**src/rtl/maze_pixel_streamer_if.sv**
```systemverilog
// Pixel stream from the maze streamer to the display driver.
// The master drives pixels and frame/row markers; the slave returns ready.
interface maze_pixel_streamer_if;
   logic [15:0] pix_data;
   logic        pix_valid;
   logic        pix_ready;
   logic        pix_sof;
   logic        pix_eol;
   logic        pix_eof;

   modport master (
      output pix_data, pix_valid, pix_sof, pix_eol, pix_eof,
      input  pix_ready
   );

   modport slave (
      input  pix_data, pix_valid, pix_sof, pix_eol, pix_eof,
      output pix_ready
   );
endinterface

```
**src/rtl/maze_pixel_streamer.sv**
```systemverilog
// Maze pixel streamer: walks the frame in row-major order, reads each pixel
// from a registered pattern generator and buffers it in a small FIFO that
// feeds a valid/ready display stream.
//
//   state | meaning
//   IDLE  | waiting for start, index parked at 0
//   FETCH | issuing reads while FIFO credit is available
//   DRAIN | all reads issued, emptying the FIFO; frame_done on exit
module maze_pixel_streamer #(
   parameter int H_PIX      = 96,
   parameter int V_PIX      = 64,
   parameter int FIFO_DEPTH = 4
) (
   input  logic                        clk,
   input  logic                        rst_n,
   input  logic                        start,
   output logic [12:0]                 index,
   input  logic [15:0]                 data,
   maze_pixel_streamer_if.master       pix,
   output logic                        busy,
   output logic                        frame_done
);

   localparam int PW = (FIFO_DEPTH > 1) ? $clog2(FIFO_DEPTH) : 1;
   localparam int CW = PW + 1;
   localparam int XW = (H_PIX > 1) ? $clog2(H_PIX) : 1;
   localparam int YW = (V_PIX > 1) ? $clog2(V_PIX) : 1;

   typedef enum logic [1:0] {IDLE, FETCH, DRAIN} state_t;

   state_t          state;
   logic [XW-1:0]   col;
   logic [YW-1:0]   row;
   logic [PW-1:0]   wr_ptr;
   logic [PW-1:0]   rd_ptr;
   logic [CW-1:0]   fifo_count;
   logic [CW-1:0]   count_next;
   logic            inflight;
   logic            fl_sof;
   logic            fl_eol;
   logic            fl_eof;
   logic [18:0]     mem [FIFO_DEPTH];
   logic            rd_fire;
   logic            last_fetch;
   logic            push;
   logic            pop;
   logic            drain_done;

   // Read credit, FIFO occupancy update and frame completion detect.
   // Credit counts the read still in flight so the FIFO can never overflow;
   // a pop in the same cycle does not free credit.
   always_comb begin
      rd_fire    = (state == FETCH) &&
                   ((fifo_count + CW'(inflight)) < CW'(FIFO_DEPTH));
      last_fetch = rd_fire && (row == YW'(V_PIX - 1)) && (col == XW'(H_PIX - 1));
      push       = inflight;
      pop        = (fifo_count != '0) && pix.pix_ready;
      count_next = fifo_count + CW'(push) - CW'(pop);
      drain_done = (state == DRAIN) && !inflight && (count_next == '0);
   end

   // Head of FIFO drives the stream; zeros while empty.
   always_comb begin
      pix.pix_valid = (fifo_count != '0);
      {pix.pix_eof, pix.pix_eol, pix.pix_sof, pix.pix_data} =
         pix.pix_valid ? mem[rd_ptr] : 19'd0;
   end

   // Sequencer: state, address/row/column counters and read tag pipeline.
   always_ff @(posedge clk or negedge rst_n) begin
      if (!rst_n) begin
         state      <= IDLE;
         index      <= '0;
         col        <= '0;
         row        <= '0;
         busy       <= 1'b0;
         frame_done <= 1'b0;
         inflight   <= 1'b0;
         fl_sof     <= 1'b0;
         fl_eol     <= 1'b0;
         fl_eof     <= 1'b0;
      end else begin
         frame_done <= 1'b0;
         inflight   <= rd_fire;
         if (rd_fire) begin
            fl_sof <= (index == '0);
            fl_eol <= (col == XW'(H_PIX - 1));
            fl_eof <= last_fetch;
            index  <= index + 13'd1;
            if (col == XW'(H_PIX - 1)) begin
               col <= '0;
               row <= (row == YW'(V_PIX - 1)) ? '0 : row + YW'(1);
            end else begin
               col <= col + XW'(1);
            end
         end
         case (state)
            IDLE: begin
               if (start) begin
                  state <= FETCH;
                  busy  <= 1'b1;
               end
            end
            FETCH: begin
               if (last_fetch) state <= DRAIN;
            end
            DRAIN: begin
               if (drain_done) begin
                  state      <= IDLE;
                  busy       <= 1'b0;
                  frame_done <= 1'b1;
                  index      <= '0;
                  col        <= '0;
                  row        <= '0;
               end
            end
            default: state <= IDLE;
         endcase
      end
   end

   // FIFO pointers and occupancy.
   always_ff @(posedge clk or negedge rst_n) begin
      if (!rst_n) begin
         wr_ptr     <= '0;
         rd_ptr     <= '0;
         fifo_count <= '0;
      end else begin
         if (push) wr_ptr <= wr_ptr + PW'(1);
         if (pop)  rd_ptr <= rd_ptr + PW'(1);
         fifo_count <= count_next;
      end
   end

   // FIFO storage: generator data lands one cycle after its read, with the
   // flags captured alongside that read.
   always_ff @(posedge clk) begin
      if (push) mem[wr_ptr] <= {fl_eof, fl_eol, fl_sof, data};
   end

endmodule

```
**src/flat_wrapper.sv**
```systemverilog
// flat-port wrapper written by rule: the top's interface ports become plain ports
module maze_pixel_streamer_flat 
#(
   parameter int H_PIX      = 96,
   parameter int V_PIX      = 64,
   parameter int FIFO_DEPTH = 4
)
  (clk, rst_n, start, index, data, busy, frame_done, pix_pix_data, pix_pix_valid, pix_pix_sof, pix_pix_eol, pix_pix_eof, pix_pix_ready);
  maze_pixel_streamer_if pix_i ();
  input  logic clk;
  input  logic rst_n;
  input  logic start;
  output logic [12:0] index;
  input  logic [15:0] data;
  output logic busy;
  output logic frame_done;
  output wire logic [$bits(pix_i.pix_data)-1:0] pix_pix_data;
  output wire logic [$bits(pix_i.pix_valid)-1:0] pix_pix_valid;
  output wire logic [$bits(pix_i.pix_sof)-1:0] pix_pix_sof;
  output wire logic [$bits(pix_i.pix_eol)-1:0] pix_pix_eol;
  output wire logic [$bits(pix_i.pix_eof)-1:0] pix_pix_eof;
  input wire logic [$bits(pix_i.pix_ready)-1:0] pix_pix_ready;
  assign pix_pix_data = pix_i.pix_data;
  assign pix_pix_valid = pix_i.pix_valid;
  assign pix_pix_sof = pix_i.pix_sof;
  assign pix_pix_eol = pix_i.pix_eol;
  assign pix_pix_eof = pix_i.pix_eof;
  assign pix_i.pix_ready = pix_pix_ready;
  maze_pixel_streamer #(.H_PIX(H_PIX), .V_PIX(V_PIX), .FIFO_DEPTH(FIFO_DEPTH)) u_core (.clk(clk), .rst_n(rst_n), .start(start), .index(index), .data(data), .pix(pix_i), .busy(busy), .frame_done(frame_done));
endmodule
```
**config.mk**
```make
export PLATFORM = sky130hd
export DESIGN_NAME = maze_pixel_streamer_flat
export DESIGN_NICKNAME = d
export VERILOG_FILES = /design/src/rtl/maze_pixel_streamer_if.sv /design/src/rtl/maze_pixel_streamer.sv /design/src/flat_wrapper.sv
export SDC_FILE = /design/constraint.sdc
export NUM_CORES = 1
export LEC_CHECK = 0
export BUFFER_PORTS_ARGS = -buffer_cell sky130_fd_sc_hd__buf_2
export CAP_MARGIN = 20
export CORE_MARGIN = 2
export CORE_UTILIZATION = 35
export DETAILED_ROUTE_END_ITERATION = 8
export PLACE_DENSITY = 0.57
export SKIP_LAST_GASP = 1
export SLEW_MARGIN = 40
export SYNTH_ARGS = -nofsm -noshare
export SYNTH_HDL_FRONTEND = slang
export SYNTH_SLANG_ARGS = --single-unit
```
**constraint.sdc**
```tcl
create_clock -name clk -period 8.1 [get_ports clk]
set_input_delay 1.215 -clock clk [delete_from_list [all_inputs] [get_ports clk]]
set_output_delay 1.215 -clock clk [all_outputs]
set_load 0.005 [all_outputs]
```
Word-level counts from Yosys, hierarchy flattened
Memory sizes are Yosys's and may differ from the RTL's.
Cells that the tools add are included.
Widths: inputs -> output; s select.

word-level totals
  bits in registers = 41
  RAM bits = 76
  memories = 1

operators by class
  add/sub/neg operators = 7
  order comparisons = 1
  equal/unequal tests = 7
  mux-type cells = 24
  reduce and logical (&&, ||, !) cells = 14

memories
  name        depth  width  rd ports  clocked after memory_dff  write ports  RTL line                   RTL
  u_core.mem  4      19     1         0                         1            maze_pixel_streamer.sv:42  logic [18:0] mem [FIFO_DEPTH];

operator list
  cell                   count
  $mux 13                3
  $mux 6                 5
  $mux 7                 4
  $mux 19                1
  $add 13x1->13 const B  1
  $logic_not 13->1       1
  $add 7x1->7 const B    1
  $eq 7x7->1 const B     1
  $add 6x1->6 const B    1
  $eq 6x6->1 const B     1
  $logic_and 1x1->1      6
  $mux 1                 6
  $mux 2                 3
  $pmux 2 s3             1
  $reduce_and 3->1       2
  $add 2x1->2 const B    2
  $ne 2x1->1 const B     2
  $add 3x1->3            1
  $logic_not 3->1        1
  $lt 3x3->1 const B     1
  $reduce_bool 3->1      1
  $sub 3x1->3            1
  $eq 2x1->1 const B     1
  $eq 2x2->1 const B     1
  other kinds (5)        5

Longest topological paths before layout
Gate-level depths: netlist of run 1.

  depth after elaboration = 7
  gate-level depth with buffers = 10
  gate-level depth less buffers = 8

Least setup slack after synthesis of run 1
OpenSTA, ideal clock, no wires.

  path kind = input -> register
  from = in pix_pix_ready
  to = reg u_core.col[2]
  library setup time = 0.121 ns
  data arrival time = 2.946 ns
  required time = 7.979 ns
  setup slack = 5.033 ns
  cell stages on the path = 9
  path through = and2_1 > ha_1 > ha_1 > inv_1 > or3_1 > nor3_1 > clkbuf_1 > buf_2 > nor2_1

between the ends
  cells in the longest elaborated chain, start to end = 6

ends and longest elaborated chain
  item                      RTL line                    RTL
  start: declaration        flat_wrapper.sv:22          input wire logic [$bits(pix_i.pix_ready)-1:0] pix_pix_ready;
  $logic_and 1x1->1         maze_pixel_streamer.sv:57   pop = (fifo_count != '0) && pix.pix_ready;
  $sub 3x1->3               maze_pixel_streamer.sv:58   count_next = fifo_count + CW'(push) - CW'(pop);
  via u_core.count_next[1]  maze_pixel_streamer.sv:37   logic [CW-1:0] count_next;
  $logic_not 3->1           maze_pixel_streamer.sv:59   drain_done = (state == DRAIN) && !inflight && (count_next == '0);
  $logic_and 1x1->1         maze_pixel_streamer.sv:59
  $mux 7                    maze_pixel_streamer.sv:108  if (drain_done) begin
  $mux 7                    maze_pixel_streamer.sv:97   case (state)
  end signal: assignment    maze_pixel_streamer.sv:94   col <= col + XW'(1);
  end: declaration          maze_pixel_streamer.sv:32   logic [XW-1:0] col;

The timed path passes the listed nets, and every way through them passes these cells.
A chain may end at the register's enable or synchronous reset.

Worst setup path in the final report of run 1
  from = reg u_core.rd_ptr[0]
  to = out pix_pix_eof

between the ends
  cells in the longest elaborated chain, start to end = 2

ends and longest elaborated chain
  item                      RTL line                    RTL
  start: declaration        maze_pixel_streamer.sv:35   logic [PW-1:0] rd_ptr;
  start signal: assignment  maze_pixel_streamer.sv:130  if (pop) rd_ptr <= rd_ptr + PW'(1);
  $mem_v2 4x19              -
  $mux 19                   maze_pixel_streamer.sv:66   pix.pix_valid ? mem[rd_ptr] : 19'd0;
  end: declaration          flat_wrapper.sv:21          output wire logic [$bits(pix_i.pix_eof)-1:0] pix_pix_eof;

Every way passes these cells.

==> impl_metrics.csv, run 1 <==
group,metric,value,unit
critical_path,cpMaxStageDelayCell,"dfrtp_1",
critical_path,crit_chain,"buf_4 > mux4_2 > and2_1 > buf_2",
placement,place_hpwl,5820,um
critical_path,critPathCaptureType,"output pin",
global_route,antenna_found_initial,0,
placement,postPlaceCellArea,5420,um^2
sta,hold_viol_final,0,
yosys,syn-num-nets,364,
yosys,synth_ff_type,"edfxtp_1",
yosys,synth.most_common_cell,"edfxtp_1",
layout,final_area,6110,um^2
clock_network,cts_root_buf,"clkbuf_16",
critical_path,slowest_delay,0.56,ns
clock_network,cts.sinks,117,
critical_path,cp_max_fo,15,
sta,clock.fmax,292,MHz
global_route,grt_pass1_vias,2959,
critical_path,path_class,"reg -> out",
layout,post-route-util,44.2,%
placement,place.gp.congestion,0.790,
global_route,overflow,0,
floorplan,die_h,123,um
route,first_pass_iters,4,
critical_path,crit_family,"flip-flops",
clock_network,insertion_delay,0.41,ns
route,detail_route.wirelength,9350,um
placement,portBuffers,54,
clock_network,postCtsSetupBuffers,0,
floorplan,die-area,15100,um^2
yosys,synthTopCellsByArea,"edfxtp_1, dfrtp_1, mux4_2, and2_1, ha_1",
floorplan,num_rows,43,
clock_network,clk_pin_slew,0.05,ns
floorplan,core,13800,um^2
sta,rsz0062_at_grt,"false",
clock_network,cts_buffers,17,
floorplan,io_pins,55,
critical_path,path_buf_inv,2,
global_route,grt_usage,13.7,%
sta,slew_viol_final,0,
layout,n_antenna_cell,0,
sta,min_period_over_period,42.3,%
yosys,syn_inst,332,
route,drcViolationCount,0,
yosys,post-synth-top-area-fraction,46.2,%
clock_network,cts_hold_buffers,0,
yosys,synth-edff-count,76,
yosys,ys_seq_area_share,67.0,%
layout,areaGrowthSynthToFinish,23.8,%
route,vias,2904,
yosys,synth_common_cells,"edfxtp_1, dfrtp_1, and2_1, nand2_1, nor2_1",
sta,skew,0.00698,ns
yosys,async_reset_ff_share,35.0,%
power_and_ir_drop,p_per_area,422,nW/um^2
power_and_ir_drop,p_leak,0.00231,uW
clock_network,h-tree-depth,4,
sta,slew_headroom,55.5,%
sta,setup_viol_count_final,0,
layout,nFillCells,1253,
clock_network,cts_tree,"done",
layout,nets,429,
layout,multi_input_area,1570,um^2
critical_path,start_kind,"flip-flop",
route,routedWlPerCell,15.9,um
clock_network,cts_resized,0,
sta,worst_pin_slew,0.667,ns
layout,seqCellArea,3310,um^2
yosys,yosys.area.top_type,"edfxtp_1",
critical_path,arrival,2.21,ns
yosys,ys_types,38,
global_route,grt_max_degree,42,
route,drt_iter0_markers,173,
sta,tns,0,ns
yosys,syn_area_per_cell,14.9,um^2
floorplan,start_util,35.7,%
critical_path,required,6.88,ns
yosys,yosysWarnings,0,
power_and_ir_drop,ir_worst_vdd,0.000150,V
yosys,synth_seq_cells,117,
sta,finalWorstPathRequiredPeriod,3.43,ns
floorplan,die_w,123,um
status,run_status,"completed",
clock_network,clk_path_buf_depth,2,
min_path,hold_class,"reg -> reg",
route,viasPerCell,4.92,
run,max-cap-violations,0,
global_route,grt_pass1_wl,15200,um
yosys,syn_area,4940,um^2
route,ant_nets,0,
layout,drive_gt1_share,28.5,%
## registers in the layout, summed over array words and instances (netlist names)
name,count
u_core.mem,76
u_core.busy,1
u_core.fifo_count,3
u_core.frame_done,1
u_core.index,13
u_core.inflight,1
u_core.state,2
u_core.row,6
u_core.col,7
u_core.fl_eol,1
u_core.fl_eof,1
u_core.rd_ptr,2
u_core.fl_sof,1
u_core.wr_ptr,2
## layout make-up
type | instances | share of cell area, %
timing repair buffer | 57 | 4.83
inverter | 10 | 0.614
clock buffer | 17 | 6.96
multi-input combinational | 194 | 25.6
clock inverter | 15 | 4.10
sequential | 117 | 54.2
tap | 180 | 3.69
## layout by cell type, fill, tap and decap left out, drive strengths merged, types with 2 or more instances in the layout
cell / synthesis / routed
edfxtp: 76 / 76
nor4: 11 / 11
dfrtp: 41 / 41
bufinv: 0 / 6
clkinv: 0 / 5
buf: 3 / 57
clkbuf: 8 / 17
nand3: 9 / 9
inv: 10 / 13
nand4: 5 / 5
nand2: 22 / 22
or4: 2 / 2
xor2: 5 / 5
xnor2: 17 / 17
nand3b: 2 / 2
nand2b: 2 / 2
mux4: 19 / 19
ha: 12 / 12
mux2i: 3 / 3
nor3: 12 / 12
and4: 2 / 2
o21ai: 5 / 5
or3: 4 / 4
a21oi: 7 / 7
nor2: 20 / 20
and2: 24 / 24
## worst min-delay path: cells and delay by family, from the launching register on
kind | cells | cell delay [ns]
compound gates | 1 | 0.04
flops | 1 | 0.34
simple gates | 1 | 0.08
## worst paths after layout
kind                                            from  cells after the start  slack (ns)               end
worst max-delay path                u_core.rd_ptr[0]                      4        4.67       pix_pix_eof
worst min-delay path                     u_core.busy                      2        0.50       u_core.busy
worst max register to register  u_core.fifo_count[2]                      9        5.11     u_core.col[5]
worst min register to register           u_core.busy                      2        0.50       u_core.busy
max in group asynchronous                      rst_n                      1        6.91  u_core.rd_ptr[1]
min in group asynchronous                      rst_n                      1        0.78       u_core.busy
## power breakdown
part	internal, uW	switching [uW]
clock network	579	271
logic	365	372
registers	835	154
## logic make-up (layout without fill, tap and decap cells)
logic type                 after synthesis  count (layout)  synth area share, %
and+or+nand+nor                        120             120                 13.0
buffers and inverters                   21              99                 1.67
DFF                                    117             117                 67.0
AOI/OAI and AO/OA                       18              18                 2.13
xor gates and xnor gates                22              22                 3.90
adders and majority gates               12              12                 3.04
muxes                                   22              22                 9.28
## per-stage QoR
step                power (uW)  worst slack (ns)  hold WS (ns)  cells
floorplan                 1470              5.03         0.476    332
global placement          1730              5.04         0.487    558
detailed placement        1750              4.98         0.497    558
CTS                       2610              4.61         0.511    590
global route              2740              4.52         0.534    590
finish                    2580              4.67         0.500    590
## routing by layer
metal  share of wire, %  vias up  global-route usage [%]
met5                  0        -                       0
met4                1.5        0                    6.18
met3                4.9       14                    4.32
met1                 46     1453                    16.9
li1                   -     1366                       -
met2                 48       71                    22.1
Note: power is estimated with default switching activity, not from simulation.
==> inputs of run 2 (changes only) <==
==> constraint.sdc (replaced) <==
create_clock -name clk -period 3.6 [get_ports clk]
set_input_delay 0.54 -clock clk [delete_from_list [all_inputs] [get_ports clk]]
set_output_delay 0.54 -clock clk [all_outputs]
set_load 0.005 [all_outputs]
==> impl_metrics.csv, run 2 (synthesis results as in run 1) <==
group,metric,value,unit
layout,layout_commonest_cell,"edfxtp_1",
sta,worst_pin_slew,0.538,ns
sta,clock.fmax,361,MHz
placement,place.gp.congestion,0.773,
global_route,grt_max_degree,42,
route,drcViolationCount,0,
critical_path,required,3.86,ns
route,first_pass_iters,5,
clock_network,cts.sinks,117,
power_and_ir_drop,ir_worst_vdd,0.000353,V
sta,slew_viol_final,0,
floorplan,die_w,123,um
layout,seqCellArea,3310,um^2
critical_path,path_class,"reg -> reg",
layout,multi_input_area,1560,um^2
layout,nFillCells,1253,
route,drt_iter0_markers,171,
global_route,overflow,0,
floorplan,num_rows,43,
placement,place_hpwl,6010,um
floorplan,die-area,15100,um^2
floorplan,core,13800,um^2
clock_network,h-tree-depth,4,
clock_network,postCtsSetupBuffers,0,
layout,largest_register,"u_core.mem",
sta,hold_viol_final,0,
route,routedWlPerCell,16.3,um
run,max-cap-violations,0,
layout,layout_common_cells,"edfxtp_1, buf_2, dfrtp_1",
sta,rsz0062_at_grt,"false",
clock_network,clk_pin_slew,0.05,ns
sta,finalWorstPathRequiredPeriod,2.77,ns
sta,skew,0.00728,ns
clock_network,insertion_delay,0.40,ns
layout,nets,431,
min_path,hold_class,"in -> async",
critical_path,start_kind,"flip-flop",
route,vias,2874,
placement,portBuffers,54,
power_and_ir_drop,p_per_area,905,nW/um^2
clock_network,cts_resized,0,
layout,drive_gt1_share,27.7,%
critical_path,critPathCaptureType,"flip-flop",
critical_path,arrival,3.04,ns
power_and_ir_drop,p_leak,0.00225,uW
route,detail_route.wirelength,9670,um
global_route,grt_usage,14.0,%
sta,min_period_over_period,77.0,%
sta,setup_viol_count_final,0,
layout,largest_reg_flops,76,
critical_path,cp_max_fo,29,
clock_network,cts_hold_buffers,0,
clock_network,cts_root_buf,"clkbuf_16",
layout,areaGrowthSynthToFinish,21.3,%
layout,n_antenna_cell,0,
clock_network,clk_path_buf_depth,2,
floorplan,io_pins,55,
route,ant_nets,0,
sta,tns,0,ns
layout,top_regs,"u_core.mem: 76 flops, u_core.index: 13 flops, u_core.col: 7 flops",
global_route,grt_pass1_wl,15500,um
global_route,grt_pass1_vias,2938,
sta,slew_headroom,63.8,%
status,run_status,"completed",
clock_network,cts_buffers,17,
route,viasPerCell,4.85,
floorplan,start_util,35.7,%
power_and_ir_drop,fin_total_pwr,5420,uW
clock_network,cts_tree,"done",
floorplan,die_h,123,um
global_route,antenna_found_initial,0,
-- run 2: stage by stage --
stage / cell area, um^2 / utilization (%) / hold WS (ns) / setup slack [ns] / cells
floorplan: 4940 / - / 0.244 / 0.926 / 332
global placement: 5430 / 39.3 / 0.481 / 0.832 / 560
detailed placement: 5440 / 39.3 / 0.504 / 0.787 / 560
CTS: 5980 / 43.3 / 0.131 / 0.777 / 592
global route: 5990 / 43.3 / 0.148 / 0.598 / 592
finish: 5990 / 43.3 / 0.123 / 0.827 / 592
-- run 2: worst max-delay path, stage by stage (launching register included) --
cell	delay (ns)
dfrtp_1	0.40
or3_1	0.37
buf_4	0.21
and2_1	0.21
ha_1	0.22
ha_1	0.27
inv_1	0.04
or3_1	0.37
nor3_2	0.11
buf_4	0.33
nor3_1	0.11
-- run 2: power by group --
group          leakage (uW)  switching (uW)  internal [uW]
Clock              0.000258             581            938
Combinational      0.000822             850            826
Sequential          0.00117             344           1880
-- run 2: path summary, 6_finish.rpt --
check / from / to / slack (ns) / cells past startpoint
max reg2reg: u_core.fifo_count[2] / u_core.col[5] / 0.83 / 10
min in group clk: data[3] / u_core.mem[2][3] / 0.35 / 1
max: u_core.fifo_count[2] / u_core.col[5] / 0.83 / 10
max in group asynchronous: rst_n / u_core.rd_ptr[1] / 3.06 / 1
min reg2reg: u_core.busy / u_core.busy / 0.51 / 2
min: rst_n / u_core.row[4] / 0.12 / 1
-- run 2: area by class of cell --
| cell class | instances | area share, % |
|---|---|---|
| flip-flops and latches | 117 | 55.3 |
| multi-input cells | 194 | 26.1 |
| inverters | 10 | 0.627 |
| repair buffers | 59 | 5.18 |
| well taps | 180 | 3.76 |
| clock buffers | 18 | 7.17 |
| clock inverters | 14 | 1.90 |
-- run 2: routing by layer --
metal,vias to the layer above,wire [um],GRT usage (%)
met5,-,0,0
met1,1422,4510,18.5
li1,1379,-,-
met3,4,437,5.02
met2,69,4660,21.9
met4,0,58,4.09
==> inputs of run 3 (changes only) <==
==> constraint.sdc (replaced) <==
create_clock -name clk -period 2.8 [get_ports clk]
set_input_delay 0.42 -clock clk [delete_from_list [all_inputs] [get_ports clk]]
set_output_delay 0.42 -clock clk [all_outputs]
set_load 0.005 [all_outputs]
==> impl_metrics.csv, run 3 (synthesis results as in run 1) <==
group,metric,value,unit
floorplan,die_w,123,um
clock_network,clk_path_buf_depth,2,
global_route,grt_max_degree,42,
route,drcViolationCount,0,
clock_network,cts_resized,0,
layout,n_antenna_cell,0,
route,viasPerCell,4.85,
sta,min_period_over_period,89.8,%
clock_network,cts.sinks,117,
floorplan,die-area,15100,um^2
layout,layout_common_cells,"edfxtp_1, buf_2, dfrtp_1",
critical_path,slowest_delay,0.41,ns
critical_path,cp_max_fo,29,
power_and_ir_drop,p_per_area,1180,nW/um^2
critical_path,start_kind,"flip-flop",
critical_path,cp.depth,9,
route,routedWlPerCell,15.8,um
critical_path,rr_endpoint,"u_core.row[3]",
clock_network,cts_root_buf,"clkbuf_16",
global_route,antenna_found_initial,0,
critical_path,cpMaxStageDelayCell,"or3_1",
placement,portBuffers,54,
layout,top_regs,"u_core.mem: 76 flops, u_core.index: 13 flops, u_core.col: 7 flops",
route,ant_nets,0,
critical_path,crit_family,"simple AND/OR/NAND/NOR gates",
critical_path,path_buf_inv,2,
critical_path,path_class,"reg -> reg",
placement,placed_cells,568,
critical_path,reg2reg_depth,9,
clock_network,h-tree-depth,4,
sta,worst_pin_slew,0.552,ns
layout,areaGrowthSynthToFinish,23.3,%
global_route,grt_pass1_wl,15400,um
sta,setup_viol_count_final,0,
floorplan,io_pins,55,
status,violations,"negative hold slack",
critical_path,arrival,2.80,ns
sta,finalWorstPathRequiredPeriod,2.51,ns
route,first_pass_iters,4,
layout,nFillCells,1234,
floorplan,die_h,123,um
placement,place.gp.congestion,0.795,
layout,stdcell_count,599,
min_path,hold_class,"in -> async",
layout,multi_input_area,1550,um^2
critical_path,r2r_setup_slack,0.29,ns
sta,slew_headroom,62.8,%
floorplan,num_rows,43,
sta,rsz0062_at_grt,"false",
global_route,grt_usage,13.9,%
sta,clock.fmax,398,MHz
layout,nets,439,
run,max-cap-violations,0,
placement,place_hpwl,6050,um
sta,hold_ws,-0.00724,ns
global_route,grt_pass1_vias,2973,
layout,largest_register,"u_core.mem",
sta,hold_viol_final,12,
sta,skew,0.00697,ns
critical_path,timing.rr.start,"u_core.fifo_count[2]",
global_route,overflow,0,
power_and_ir_drop,p_leak,0.00232,uW
layout,drive_gt1_share,27.0,%
critical_path,crit_chain,"or3_1 > and2_1 > ha_1 > ha_1 > inv_1 > or3_1 > nor3_2 > buf_12 > a211oi_1",
layout,seqCellArea,3310,um^2
floorplan,core,13800,um^2
clock_network,postCtsSetupBuffers,0,
status,run_status,"finished with violations",
critical_path,critPathCaptureType,"flip-flop",
clock_network,cts_tree,"done",
layout,largest_reg_flops,76,
clock_network,cts_buffers,17,
critical_path,required,3.08,ns
power_and_ir_drop,ir_worst_vdd,0.000514,V
power_and_ir_drop,fin_total_pwr,7170,uW
layout,layout_commonest_cell,"edfxtp_1",
sta,tns,0,ns
route,detail_route.wirelength,9480,um
route,drt_iter0_markers,205,
route,vias,2906,
clock_network,cts_hold_buffers,0,
clock_network,insertion_delay,0.41,ns
floorplan,start_util,35.7,%
sta,slew_viol_final,0,
clock_network,clk_pin_slew,0.05,ns
## run 3: area by class of cell
cell class,count,area share (%)
clock buffer,18,7.05
clock inverter,13,2.30
inverter,10,0.617
multi-input combinational,194,25.5
sequential,117,54.4
tap,180,3.70
timing repair buffer,67,6.50
## run 3: routing by layer
metal | vias to the layer above | global-route usage [%] | share of wire (%)
met5 | - | 0 | 0
li1 | 1387 | - | -
met3 | 13 | 5.11 | 4.9
met2 | 69 | 22.1 | 49
met1 | 1437 | 17.3 | 45
met4 | 0 | 5.32 | 1.1
## run 3: worst reg2reg max path, delay by kind of cell, from the launching register on
family	cells	cell delay, ns
AOI/OAI and AO/OA	1	0.08
adders and majority gates	2	0.47
buffers and inverters	2	0.25
DFF	1	0.40
and+or+nand+nor	4	1.17
## run 3: how the worst max path moves through the flow
stage,to,from
after global routing,u_core.col[5],u_core.fifo_count[2]
final,u_core.row[3],u_core.fifo_count[2]
after detailed placement,u_core.row[3],u_core.fifo_count[2]
after floorplan,u_core.col[2],u_core.fifo_count[2]
after global placement,u_core.row[3],u_core.fifo_count[2]
after CTS,u_core.index[11],u_core.fifo_count[2]
## run 3: per-stage QoR
step / cell area, um^2 / utilization [%] / setup slack, ns / hold slack [ns]
6_report: 6090 / 44.0 / 0.286 / -0.00724
5_1_grt: 6090 / 44.0 / 0.137 / 0.0168
4_1_cts: 6090 / 44.0 / 0.275 / 0.00387
3_5_place_dp: 5520 / 39.9 / 0.307 / 0.445
3_3_place_gp: 5510 / 39.9 / 0.333 / 0.487
2_1_floorplan: 4940 / - / 0.126 / 0.124
## run 3: where the power goes
group / switching (uW) / total (uW) / internal (uW)
combinational: 1170 / 2300 / 1130
clock: 705 / 2070 / 1370
sequential: 375 / 2790 / 2410
total: 2250 / 7170 / 4920
